$ cat config.mk
export PLATFORM = sky130hd
export DESIGN_NAME = instr_byte_loader_flat
export DESIGN_NICKNAME = d
export VERILOG_FILES = /design/src/rtl/instr_byte_loader_if.sv /design/src/rtl/instr_byte_loader.sv /design/src/flat_wrapper.sv
export SDC_FILE = /design/constraint.sdc
export NUM_CORES = 1
export LEC_CHECK = 0
export BUFFER_PORTS_ARGS = -buffer_cell sky130_fd_sc_hd__buf_2
export CAP_MARGIN = 20
export CORE_ASPECT_RATIO = 1.25
export CORE_MARGIN = 3
export CORE_UTILIZATION = 58
export DETAILED_ROUTE_END_ITERATION = 8
export HOLD_SLACK_MARGIN = 0.12
export PLACE_DENSITY_LB_ADDON = 0.05
export SETUP_SLACK_MARGIN = 0.4
export SYNTH_ARGS = -nofsm -noshare
export SYNTH_HDL_FRONTEND = slang
export SYNTH_SLANG_ARGS = --single-unit
$ cat constraint.sdc
create_clock -name sys_clk -period 3.3 [get_ports sys_clk]
set_clock_uncertainty 0.05 [all_clocks]
set_input_delay 0.33 -clock sys_clk [delete_from_list [all_inputs] [get_ports sys_clk]]
set_output_delay 0.33 -clock sys_clk [all_outputs]
set_load 0.005 [all_outputs]
$ cat src/rtl/instr_byte_loader_if.sv
// Byte-stream / instruction-memory bus of the boot loader.
// master: the loader itself. slave: the byte source and instruction memory side.
interface instr_byte_loader_if #(
  parameter int ADDR_W = 6
) ();
  logic [7:0]        instr_i;
  logic              instr_valid;
  logic              mem_ready;
  logic              mem_we;
  logic [ADDR_W-1:0] mem_addr;
  logic [31:0]       mem_wdata;
  logic              load_done;
  logic              cpu_start;
  logic              ovf_err;

  modport master (
    input  instr_i, instr_valid, mem_ready,
    output mem_we, mem_addr, mem_wdata, load_done, cpu_start, ovf_err
  );

  modport slave (
    output instr_i, instr_valid, mem_ready,
    input  mem_we, mem_addr, mem_wdata, load_done, cpu_start, ovf_err
  );
endinterface

$ cat src/rtl/instr_byte_loader.sv
// Instruction byte loader: packs a byte stream little-endian into 32-bit
// words, writes WORDS of them to instruction memory with a ready handshake,
// then flags completion and pulses cpu_start once to release the core.
module instr_byte_loader #(
  parameter int WORDS  = 64,
  parameter int ADDR_W = 6
) (
  input  logic                sys_clk,
  input  logic                sys_reset,
  instr_byte_loader_if.master bus
);

  localparam logic [1:0] ST_LOAD  = 2'd0;  // assembling, no write pending
  localparam logic [1:0] ST_WRITE = 2'd1;  // write pending on the memory port
  localparam logic [1:0] ST_DONE  = 2'd2;  // all words written, CPU released

  localparam logic [ADDR_W-1:0] LAST_WORD = ADDR_W'(WORDS - 1);

  logic [1:0]        state;
  logic [1:0]        byte_cnt;
  logic [23:0]       asm_buf;    // first three bytes of the word in flight
  logic [ADDR_W-1:0] word_cnt;   // index of the next word to be written

  logic              mem_we_q;
  logic [ADDR_W-1:0] mem_addr_q;
  logic [31:0]       mem_wdata_q;
  logic              load_done_q;
  logic              cpu_start_q;
  logic              ovf_err_q;

  logic              byte_take;
  logic              word_full;
  logic [31:0]       new_word;

  // Bytes are ignored once loading is finished.
  assign byte_take = bus.instr_valid && (state != ST_DONE);
  // The current byte is the fourth of its word.
  assign word_full = byte_take && (byte_cnt == 2'd3);
  assign new_word  = {bus.instr_i, asm_buf};

  // Byte counter and little-endian assembly of the first three bytes.
  always_ff @(posedge sys_clk) begin
    // NOTE: reset is synchronous here, so it lives inside the clocked branch
    // rather than in the sensitivity list.
    if (sys_reset) begin
      byte_cnt <= 2'd0;
      asm_buf  <= 24'd0;
    end else if (byte_take) begin
      // NOTE: non-blocking assignments keep every register reading the
      // pre-edge values, so ordering inside the block does not matter.
      byte_cnt <= byte_cnt + 2'd1;
      case (byte_cnt)
        2'd0:    asm_buf[7:0]   <= bus.instr_i;
        2'd1:    asm_buf[15:8]  <= bus.instr_i;
        2'd2:    asm_buf[23:16] <= bus.instr_i;
        default: ;  // fourth byte goes straight into new_word
      endcase
    end
  end

  // Load / write / done sequencing, memory port registers and status flags.
  always_ff @(posedge sys_clk) begin
    if (sys_reset) begin
      state       <= ST_LOAD;
      word_cnt    <= '0;
      mem_we_q    <= 1'b0;
      mem_addr_q  <= '0;
      mem_wdata_q <= 32'd0;
      load_done_q <= 1'b0;
      cpu_start_q <= 1'b0;
      ovf_err_q   <= 1'b0;
    end else begin
      cpu_start_q <= 1'b0;
      case (state)
        ST_LOAD: begin
          if (word_full) begin
            mem_wdata_q <= new_word;
            mem_addr_q  <= word_cnt;
            mem_we_q    <= 1'b1;
            state       <= ST_WRITE;
          end
        end

        ST_WRITE: begin
          // mem_we is always high in this state, so ready alone completes it.
          if (bus.mem_ready) begin
            word_cnt <= word_cnt + ADDR_W'(1);
            if (word_cnt == LAST_WORD) begin
              mem_we_q    <= 1'b0;
              load_done_q <= 1'b1;
              cpu_start_q <= 1'b1;
              state       <= ST_DONE;
            end else if (word_full) begin
              // Hand the freshly completed word straight to the port.
              mem_wdata_q <= new_word;
              mem_addr_q  <= word_cnt + ADDR_W'(1);
            end else begin
              mem_we_q <= 1'b0;
              state    <= ST_LOAD;
            end
          end else if (word_full) begin
            // Port still busy: this word has nowhere to go and is dropped.
            ovf_err_q <= 1'b1;
          end
        end

        ST_DONE: ;  // only reset leaves DONE

        default: begin
          mem_we_q <= 1'b0;
          state    <= ST_LOAD;
        end
      endcase
    end
  end

  assign bus.mem_we    = mem_we_q;
  assign bus.mem_addr  = mem_addr_q;
  assign bus.mem_wdata = mem_wdata_q;
  assign bus.load_done = load_done_q;
  assign bus.cpu_start = cpu_start_q;
  assign bus.ovf_err   = ovf_err_q;

endmodule

$ cat src/flat_wrapper.sv
// flat-port wrapper written by rule: the top's interface ports become plain ports
module instr_byte_loader_flat 
#(
  parameter int WORDS  = 64,
  parameter int ADDR_W = 6
)
  (sys_clk, sys_reset, bus_instr_i, bus_instr_valid, bus_mem_ready, bus_mem_we, bus_mem_addr, bus_mem_wdata, bus_load_done, bus_cpu_start, bus_ovf_err);
  instr_byte_loader_if #(.ADDR_W(ADDR_W)) bus_i ();
  input  logic sys_clk;
  input  logic sys_reset;
  input wire logic [$bits(bus_i.instr_i)-1:0] bus_instr_i;
  input wire logic [$bits(bus_i.instr_valid)-1:0] bus_instr_valid;
  input wire logic [$bits(bus_i.mem_ready)-1:0] bus_mem_ready;
  output wire logic [$bits(bus_i.mem_we)-1:0] bus_mem_we;
  output wire logic [$bits(bus_i.mem_addr)-1:0] bus_mem_addr;
  output wire logic [$bits(bus_i.mem_wdata)-1:0] bus_mem_wdata;
  output wire logic [$bits(bus_i.load_done)-1:0] bus_load_done;
  output wire logic [$bits(bus_i.cpu_start)-1:0] bus_cpu_start;
  output wire logic [$bits(bus_i.ovf_err)-1:0] bus_ovf_err;
  assign bus_i.instr_i = bus_instr_i;
  assign bus_i.instr_valid = bus_instr_valid;
  assign bus_i.mem_ready = bus_mem_ready;
  assign bus_mem_we = bus_i.mem_we;
  assign bus_mem_addr = bus_i.mem_addr;
  assign bus_mem_wdata = bus_i.mem_wdata;
  assign bus_load_done = bus_i.load_done;
  assign bus_cpu_start = bus_i.cpu_start;
  assign bus_ovf_err = bus_i.ovf_err;
  instr_byte_loader #(.WORDS(WORDS), .ADDR_W(ADDR_W)) u_core (.sys_clk(sys_clk), .sys_reset(sys_reset), .bus(bus_i));
endmodule
## Word level (Yosys, flattened, before mapping)

Cells that the tools add are included.

| word-level totals | value |
|---|---|
| bits in registers | 76 |
| word-level logic and storage cells | 64 |

| cells by class | value |
|---|---|
| reductions and logical operators | 15 |
| bitwise gates (word level) | 3 |
| equal/unequal tests | 12 |
| mux-type cells | 20 |
| $add $sub $neg | 2 |

Operator list:

| operator | number |
|---|---|
| $mux W32 | 3 |
| $pmux W32 S2 | 1 |
| $mux W6 | 4 |
| $pmux W6 S2 | 1 |
| $reduce_and A3 Y1 | 3 |
| $mux W2 | 4 |
| $reduce_and A2 Y1 | 4 |
| $add A6 B1 Y6 const B | 1 |
| $eq A2 B2 Y1 const B | 3 |
| $eq A6 B6 Y1 const B | 1 |
| $ne A2 B2 Y1 const B | 3 |
| $pmux W2 S3 | 1 |
| $mux W1 | 5 |
| $reduce_and A5 Y1 | 1 |
| $eq A2 B1 Y1 const B | 2 |
| $logic_not A2 Y1 | 2 |
| $ne A2 B1 Y1 const B | 2 |
| $reduce_and A4 Y1 | 1 |
| $ne A3 B3 Y1 const B | 1 |
| $not A1 Y1 | 3 |
| $pmux W1 S3 | 1 |
| $reduce_or A3 Y1 | 1 |
| $add A2 B1 Y2 const B | 1 |
| $logic_and A1 B1 Y1 | 2 |
| $reduce_bool A2 Y1 | 1 |

## Depth between registers and ports, before layout

Gate-level depths: netlist of run 1.

| depth | value |
|---|---|
| depth after elaboration | 7 |
| gate-level depth with buffers | 7 |
| mapped depth without buffers | 5 |

## Worst setup path before layout of run 1

No wires, ideal clock.

| timing | value |
|---|---|
| path kind | reg-to-reg |
| start | register u_core.word_cnt[0] |
| end | register u_core.mem_addr_q[2], in the netlist u_core.bus.mem_addr[2] |
| data required time | 3.116 ns |
| cell stages (with the launch flop) | 8 |
| clock period less this slack | 1.571 ns |
| setup time | 0.134 ns |
| setup slack | 1.729 ns |
| data arrival time | 1.387 ns |
| cells stage by stage | dfxtp_1 > ha_1 > nand3_1 > o211a_1 > buf_6 > buf_6 > nor2_1 > a211oi_2 |

| between the ends | value |
|---|---|
| cells in the longest elaborated chain, start to end | 5 |
| elaborated cells between the ends (all ways) | 8 |
| classes of those cells | 1 x add/sub; 2 x eq/ne; 4 x mux; 1 x reduce/logical |

RTL lines:

| element | RTL line | source |
|---|---|---|
| start: declaration | instr_byte_loader.sv:22 | `logic [ADDR_W-1:0] word_cnt;` |
| start signal: assignment | instr_byte_loader.sv:87 | `word_cnt <= word_cnt + ADDR_W'(1);` |
| $add A6 B1 Y6 | instr_byte_loader.sv:96 | `mem_addr_q <= word_cnt + ADDR_W'(1);` |
| $mux W6 | instr_byte_loader.sv:93 | `end else if (word_full) begin` |
| $mux W6 | instr_byte_loader.sv:88 | `if (word_cnt == LAST_WORD) begin` |
| $mux W6 | instr_byte_loader.sv:86 | `if (bus.mem_ready) begin` |
| $pmux W6 S2 | instr_byte_loader.sv:74 | `case (state)` |
| end signal: assignment | instr_byte_loader.sv:78 | `mem_addr_q <= word_cnt;` |
| end signal: assignment | instr_byte_loader.sv:96 |  |
| end: declaration | instr_byte_loader.sv:25 | `logic [ADDR_W-1:0] mem_addr_q;` |

Parallel ways exist; a longest one is shown, timed or not. The select of a mux whose other input is x is not followed.
A chain may end at the register's enable or synchronous reset.

## Worst setup path in the final report of run 1

| timing | value |
|---|---|
| start | register u_core.word_cnt[0] |
| end | register u_core.mem_addr_q[1], in the netlist u_core.bus.mem_addr[1] |

Same word-level chain as after synthesis.

==> results.md, run 1 <==
- The run finished with clean final reports.
- The worst-case IR drop observed on VDD is 0.3853 mV.
- The category of the worst setup path launch point is a flip-flop.
- The number of pins with negative max-slew slack in the final report is 0.
- Adding up every negative setup slack in the final design gives 0 ns.
- The clock transition at the register clock pins on the worst setup and hold paths after CTS is around 0.070 ns.
- Of all nets on the critical path, the largest fanout is 15.
- The worst slew slack as a fraction of its limit is 0.6575.
- The clock tree synthesis step divided the H-tree into 3 levels.
- The total congestion overflow is 0.
- The signed area change from the synthesized netlist to the final layout is 16.95%.
- The floorplan has 28 rows.
- The die is ~85 µm tall.
- After synthesis, the cell types taking the most area are dfxtp_1 52%, nand2_1 9.4%, mux2i_1 8.3%, a21oi_1 6.6%, nor2_1 5.4%.
- The initial antenna violation count is 0.
- In this run the worst hold path is classified as in2reg.
- In the synthesized netlist the dominant register cell turns out to be dfxtp_1.
- By startpoint and endpoint, the worst setup path is classified as reg2reg.
- The hold slack is around 0.21 ns.
- The share of total power dissipated in combinational logic is 0.055.
- Entering global routing, the biggest net connects 51 pins.
- The type of destination of the critical path is a flip-flop.
- The post-synthesis net count is about 340.
- The final count of negative-setup-slack endpoints is 0.
- The first global-routing pass estimated roughly 10000 µm of wire.
- The floorplan step set the die width to between 60 and 70 µm.
- The root buffer cell chosen for the clock tree is clkbuf_8.
- The utilization of the core after routing is 0.7070.
- The dominant cell type by area after synthesis is dfxtp_1.
- Data arrives at the worst endpoint at about 2.2 ns.
- The die covers about 0.0059 mm².
- The total leakage power is roughly 1.5 nW.
- The final routed wire length divided by cell count is between 10 and 15 µm.
- In this run the power spent charging and discharging nets is 0.3921 mW.
- In this run the cell area of the synthesized design comes to ~0.0029 mm².
- The detail route stage leaves a number of antenna-violating nets equal to 0.
- The sequential element share of the synthesized area is 0.5175.
- The internal cell power is ~1.4 mW.
- The count of buffers from port buffering is 53.
- The routed design could run at a clock period as short as slightly above 2 ns.
- The detailed-route wire length is roughly 5900 µm.
- In this run, synthesis produced a sequential element count of 75.
- Yosys mapped a number of flops with a built-in enable equal to 0.
- The total of hold buffers inserted after clock tree synthesis is 0.
- The share of total power dissipated in sequential elements is 0.519.
- The final worst-path cycle share is 0.6100.
- Fill cells in the final layout number roughly 380.
- The first routing iteration left around 110 violations.
- The final estimated routing congestion in global placement is between 0.7 and 0.8.
- Max-cap violations in this run came to 0.
- For this design the ratio of total power to cell area is around 530 mW/mm².
- Dividing the detail-routed via count by the number of cells gives around 5.2.
- The clock network power share is 0.426.
- The tree built by TritonCTS fans out to between 70 and 80 sinks.
- The measured slew at the worst slew-check pin is 0.5138 ns.
- The antenna diode count is 0.
- The number of cells produced by synthesis is 325.
- After layout, the design draws a total of approximately 1.8 mW.
- The placeable core region is roughly 0.0048 mm².
- The clock passes through at most 2 buffers.
- Setup repair after global routing left no endpoint under its margin.
- The via count of the first global-routing pass is approximately 2200.
- The largest stage delay on the critical path is approximately 0.47 ns.
- Traced cell by cell, the critical path runs through ha_1 -> nand3_1 -> o211a_1 -> buf_4 -> nor2_1 -> a311oi_2.
- For this run, design rule violations remaining after detail routing come to 0.
- TritonCTS built the clock tree.
- For this design, the slowest cell found on the critical path is o211a_1.
- The post-layout net count is between 300 and 400.
- The fraction of final layout cells sized beyond drive strength 1 is 0.2132.
- The count of final hold-check violations is 0.
- The proportion of synthesized flip-flops having asynchronous set or reset is 0.
- The average instance in the mapped netlist occupies 8.928 µm².
- In this run, post-CTS repair resized a total of 0 instances.
- In this run, CTS created clock tree buffers numbering 9.
- The final route contains approximately 2300 vias.
- The starting utilization of the core area is 0.6045.
- Before antenna repair, the detailed router went through 5 iterations.
- The sum of net half-perimeters after detailed placement is just under 4000 µm.
- The number of setup buffers added after CTS is 0.
- For this run, the top clock speed supported by timing is 496.8 MHz.
- The switching share of total power is 0.2176.
- Across every metal layer, demand over resource in global routing totals 0.2169.
- The clock latency on the worst-skew pair is approximately 0.34 ns.
- For this design the top-level I/O count stands at 54.
- The Yosys step of the flow raised 0 warnings.
- The required time of the critical path is ~3.5 ns.
- The share of Yosys cell area claimed by the top area cell type is 0.5175.
- The synthesized netlist contains 32 unique library cells.
[flip-flops by register name, summed over array words and instances (netlist names)]
name	flops
u_core.bus.cpu_start	1
u_core.asm_buf	24
u_core.bus.ovf_err	1
u_core.bus.mem_wdata	32
u_core.bus.mem_addr	6
u_core.state	2
u_core.bus.load_done	1
u_core.word_cnt	6
u_core.byte_cnt	2
[placed cells by master (no fill, tap or decap), types with 3 or more instances in the layout]
cell type  instances
xnor2_1            5
a21oi_1           38
nand2_1           73
xor2_1             3
nor2_1            42
inv_1              3
buf_4              4
nand3_1            7
buf_2             53
a211oi_2           4
ha_1               5
nand3_2            3
dfxtp_1           75
mux2i_1           24
nand2b_1           3
o21ai_0            5
clkbuf_8          10
[per-layer routing]
| layer | up-vias | track usage | part of all wire |
|---|---|---|---|
| met3 | 10 | 0.07109 | 0.048 |
| li1 | 1175 | - | - |
| met1 | 1056 | 0.2390 | 0.42 |
| met5 | - | 0 | 0 |
| met4 | 0 | 0.07282 | 0.016 |
| met2 | 54 | 0.3906 | 0.52 |
[through the flow]
stage | setup WS, ns | std cells | instance area [µm²]
final | 1.287 | 440 | 3393
after global placement | 1.384 | 424 | 3174
after detailed placement | 1.291 | 424 | 3174
after floorplan | 1.729 | 325 | 2902
after global routing | 1.140 | 440 | 3393
after CTS | 1.295 | 440 | 3393
[synth_stat cells (2+ instances only)]
cell / count
a211oi_2: 4
o21ai_0: 5
inv_1: 3
xor2_1: 3
xnor2_1: 5
a21oi_1: 38
nand2_1: 73
nor2_1: 42
mux2i_1: 24
nand3_1: 7
nand2b_1: 3
nor3_1: 2
a21o_1: 2
buf_6: 3
dfxtp_1: 75
or3_1: 2
nand3_2: 3
ha_1: 5
clkbuf_1: 8
buf_2: 6
[cell families after synthesis]
logic type / share of synthesized area
mux: 0.08279
simple gates: 0.2014
buf+inv: 0.03751
fa+ha+maj: 0.02156
xor+xnor: 0.02415
compound gates: 0.1151
flops: 0.5175
[path summary, 6_finish.rpt]
kind | startpoint | end | slack, ns | cells past startpoint
max | u_core.word_cnt[0] | u_core.bus.mem_addr[1] | 1.29 | 6
min | bus_instr_i[7] | u_core.bus.mem_wdata[31] | 0.21 | 3
max reg2reg | u_core.word_cnt[0] | u_core.bus.mem_addr[1] | 1.29 | 6
min reg2reg | u_core.bus.mem_wdata[31] | u_core.bus.mem_wdata[31] | 0.40 | 2
[critical path: cells and delay by family, from the launching register on]
kind | cells | cell delay (ns)
AO/OA/AOI/OAI | 2 | 0.70
AND/OR/NAND/NOR | 2 | 0.25
flip-flops | 1 | 0.37
buffers and inverters | 1 | 0.30
adder cells (fa/ha/maj) | 1 | 0.26
[layout make-up]
type | count | area, µm² | area share
clock inverters | 4 | 73.82 | 0.02176
flip-flops and latches | 75 | 1501 | 0.4425
multi-input cells | 229 | 1291 | 0.3805
well taps | 60 | 75.07 | 0.02212
repair buffers | 57 | 295.3 | 0.08702
inverters | 3 | 11.26 | 0.003319
clock buffers | 12 | 145.1 | 0.04277
[power by group through the flow]
stage | Sequential, mW | Clock (mW) | Combinational, mW
3_3_place_gp | 0.955 | 0 | 0.0981
5_1_grt | 0.938 | 0.822 | 0.111
3_5_place_dp | 0.957 | 0 | 0.0997
2_1_floorplan | 0.954 | 0 | 0.0716
4_1_cts | 0.936 | 0.782 | 0.101
6_report | 0.936 | 0.767 | 0.0992
Note: power is estimated with default switching activity, not from simulation.
==> inputs of run 2 (changes only) <==
--- a/config.mk
+++ b/config.mk
@@ -5,11 +5,12 @@
 export SDC_FILE = /design/constraint.sdc
 export NUM_CORES = 1
 export LEC_CHECK = 0
+export ABC_AREA = 1
 export BUFFER_PORTS_ARGS = -buffer_cell sky130_fd_sc_hd__buf_2
 export CAP_MARGIN = 20
 export CORE_ASPECT_RATIO = 1.25
 export CORE_MARGIN = 3
-export CORE_UTILIZATION = 58
+export CORE_UTILIZATION = 55
 export DETAILED_ROUTE_END_ITERATION = 8
 export HOLD_SLACK_MARGIN = 0.12
 export PLACE_DENSITY_LB_ADDON = 0.05
==> constraint.sdc (replaced) <==
create_clock -name sys_clk -period 2.1 [get_ports sys_clk]
set_clock_uncertainty 0.05 [all_clocks]
set_input_delay 0.21 -clock sys_clk [delete_from_list [all_inputs] [get_ports sys_clk]]
set_output_delay 0.21 -clock sys_clk [all_outputs]
set_load 0.005 [all_outputs]
==> results.md, run 2 <==
- The flow ran to the end, and the final reports show no timing, DRC or antenna violations.
- The fraction of final layout cells sized beyond drive strength 1 is 0.2058.
- The final estimated routing congestion in global placement is about 0.94.
- The synthesized design contains 0 enable-type register cells.
- The total DRC errors in the routed layout is 0.
- The largest stage delay on the critical path is 0.38 ns.
- The critical path goes through ha_2 -> nand2_1 -> nor2_4 -> nand3_4 -> nand3_4 -> buf_12 -> nand2_1 -> nand2_1 -> nor2_1.
- Across every metal layer, demand over resource in global routing totals 0.2311.
- The most numerous cell on the critical path is nand2_1.
- The number of pins with negative max-slew slack in the final report was 0.
- The mean post-synth cell area is just under 8 µm².
- The worst voltage drop across the vdd grid is about 0.47 mV.
- On the critical path, the stage with the largest delay is an instance of dfxtp_1.
- The floorplan step defined a die boundary enclosing between 0.006 and 0.007 mm².
- The starting utilization of the core area is 0.5855.
- The most used standard cell by instance count after synthesis is nand2_1.
- The post-synthesis net count is 414.
- The initial antenna violation count is 0.
- Relative to the synthesized area, the layout overhead comes to 18.24%.
- The proportion of synthesized flip-flops having asynchronous set or reset is 0.
- The first-pass GRT wire length is 11630 µm.
- Across the run, the number of max-cap violations was 0.
- The critical path in this run is classified as reg2reg.
- The placement-stage cell area is around 0.0033 mm².
- The number of distinct library cells after synthesis is 24.
- The register with the most flip-flops in the layout has 32 of them.
- The origin of the worst setup path is u_core.word_cnt[1].
- In the synthesized netlist the dominant register cell turns out to be dfxtp_1.
- The top-level port count is 54.
- Ranked by instance count, the synthesized netlist is headed by 100 x nand2_1, 75 x dfxtp_1, 65 x a21oi_1, 34 x nand4_1, 31 x nand3_1.
- At the worst endpoint, the required time is 2.29 ns.
- The number of cells produced by synthesis is 397.
- The count of buffers from port buffering is between 50 and 60.
- The maximum number of buffers from clock root to sink is 2.
- The post-synthesis sequential element count is 75.
- The setup slack of the critical path after layout is between 0.5 and 0.6 ns.
- The root cell of the clock tree is clkbuf_8.
- The remaining antenna violation count after routing is 0.
- The final critical path time including I/O delays and setup is 1.581 ns.
- After the first detailed-routing iteration, the DRC count stood at around 230.
- The worst min-delay path class is in2reg.
- The total overflow left after global routing is 0.
- The measured slew at the worst slew-check pin is about 0.44 ns.
- The most common library cell in the layout ignoring fill and taps is nand2_1.
- At the later pin of the worst-skew pair, clock insertion delay measures about 0.34 ns.
- The detailed router placed 2781 vias in this run.
- The dominant cell type by area after synthesis is dfxtp_1.
- TritonCTS built the clock tree.
- The via count of the first global-routing pass is around 2500.
- OpenSTA, run right after detailed placement, puts the worst setup slack at ~0.37 ns.
- The number of H-tree levels is 3.
- After detailed routing, the average wire length per cell comes to roughly 14 µm.
- The count of final hold-check violations came to 0.
- The hold path startpoint is bus_instr_i[2].
- The cell area that synthesis handed to floorplanning was 0.003059 mm².
- The die is between 70 and 80 µm wide.
- The areal power density over the cells is between 700 and 800 mW/mm².
- For this run, the post-layout net count is about 460.
- Clock tree synthesis found a total of 75 sinks.
- In the layout the commonest cells are 97 x nand2_1, 74 x dfxtp_1, 65 x a21oi_1.
- The multi-input gate area in the final layout is 0.001360 mm².
- The setup check on the worst reg-to-reg path leaves a slack of 0.52 ns.
- The maximum fanout count along the critical path is 21.
- Detailed placement ended at an HPWL of 4730 µm.
- The worst register-to-register path begins at u_core.word_cnt[1].
- The core region is between 0.005 and 0.006 mm².
- The maximum frequency from static timing analysis is roughly 630 MHz.
- The worst slew slack as a fraction of its limit is 0.7087.
- Row generation in the floorplan step produced 29 rows.
- Counting the fill cells in the layout gives ~460.
- In the post-synthesis netlist, the biggest area contributors are dfxtp_1 49%, nand2_1 12%, a21oi_1 11%, nand4_1 7.0%, nand3_1 5.1%.
- Setup total negative slack on the finished layout was measured at 0 ns.
- During synthesis, Yosys emitted a total of 0 warnings.
- The share of synthesized area in the top cell type comes to 0.4908.
- The floorplan die height is slightly below 90 µm.
- The type of destination of the critical path is a flip-flop.
- Summing all non-filler instances in the final layout gives an area of around 0.0036 mm².
- STA puts the critical path data arrival time at 1.77 ns.
- The total clock buffers created by CTS is 9.
- Setup repair after global routing left no endpoint under its margin.
- Registers take 0.001503 mm².
- The clock transition at the register clock pins on the worst setup and hold paths after CTS is around 0.07 ns.
- The worst setup path is launched from a flip-flop.
- The mean number of vias per cell is ~5.4.
- Entering global routing, the biggest net connects 47 pins.
- The detailed-route wire length is between 7000 and 8000 µm.
- The antenna diode count is 0.
- The total iterations of the first detailed-routing run is 5.
- In the finished design, the share of the clock period the worst path needs comes to 0.7526.
- The sequential element share of the synthesized area is 0.4908.
- Setup violations remaining at the end of the flow were counted as 0.
- The total leakage power is approximately 1.5 nW.
run 2: cell count changes in the layout (fill, tap and decap cells not counted), sizes merged, moves of 7 or more:
cell | before | now
nand4 | 0 | 34
nand2 | 73 | 101
mux2i | 24 | 0
nor2 | 42 | 19
inv | 3 | 23
buf | 57 | 64
nand3 | 10 | 33
a21oi | 38 | 65
run 2: layout make-up:
class	instances	share of cell area
sequential	75	0.4154
multi-input combinational	272	0.3760
timing repair buffer	65	0.1103
clock buffer	11	0.03632
inverter	24	0.02560
tap	62	0.02145
clock inverter	5	0.01487
run 2: repair_timing:
action / 4_1_cts / 5_1_grt
gates resized for setup: 2 / 15
endpoints found under the setup margin: 26 / 39
setup buffers: 0 / 2
endpoints found under the hold margin: 0 / 1
hold buffers: 0 / 1
run 2: critical path, delay by kind of cell, from the launching register on:
kind | cells | cell delay [ns]
simple gates | 7 | 0.67
flops | 1 | 0.38
fa+ha+maj | 1 | 0.22
buf+inv | 1 | 0.16
run 2: final timing paths:
check / endpoint / cells after the start
worst max register to register: u_core.bus.mem_addr[5] / 9
worst min register to register: u_core.bus.mem_wdata[4] / 2
worst min-delay path: u_core.asm_buf[18] / 3
worst max-delay path: u_core.bus.mem_addr[5] / 9
run 2: logic make-up after synthesis:
logic type               synth area share
AO/OA/AOI/OAI                      0.1264
buffers and inverters             0.07443
flip-flops                         0.4908
XOR/XNOR                         0.002864
adder cells (fa/ha/maj)           0.02045
AND/OR/NAND/NOR                    0.2851
run 2: report_power, final:
part           internal [mW]  leakage [nW]  switching (mW)  total (mW)
logic                 0.0638         0.782           0.123       0.187
clock network          0.545        0.0971           0.503        1.05
registers               1.45         0.607          0.0188        1.47
run 2: per-stage QoR:
step	total power, mW	hold slack (ns)	util	instances
after floorplan	1.621	0.3251	-	397
after global placement	1.678	0.3887	0.6401	495
after detailed placement	1.681	0.3991	0.6401	495
after CTS	2.720	0.1204	0.6770	511
after global routing	2.827	0.1347	0.6923	514
final	2.708	0.1376	0.6923	514
run 2: routing by layer:
| metal | vias up | routed length (µm) | global-route usage |
|---|---|---|---|
| met5 | - | 0 | 0 |
| met4 | 0 | 125 | 0.1023 |
| met3 | 11 | 307 | 0.05062 |
| met2 | 71 | 3397 | 0.3670 |
| met1 | 1259 | 3174 | 0.3013 |
| li1 | 1440 | - | - |
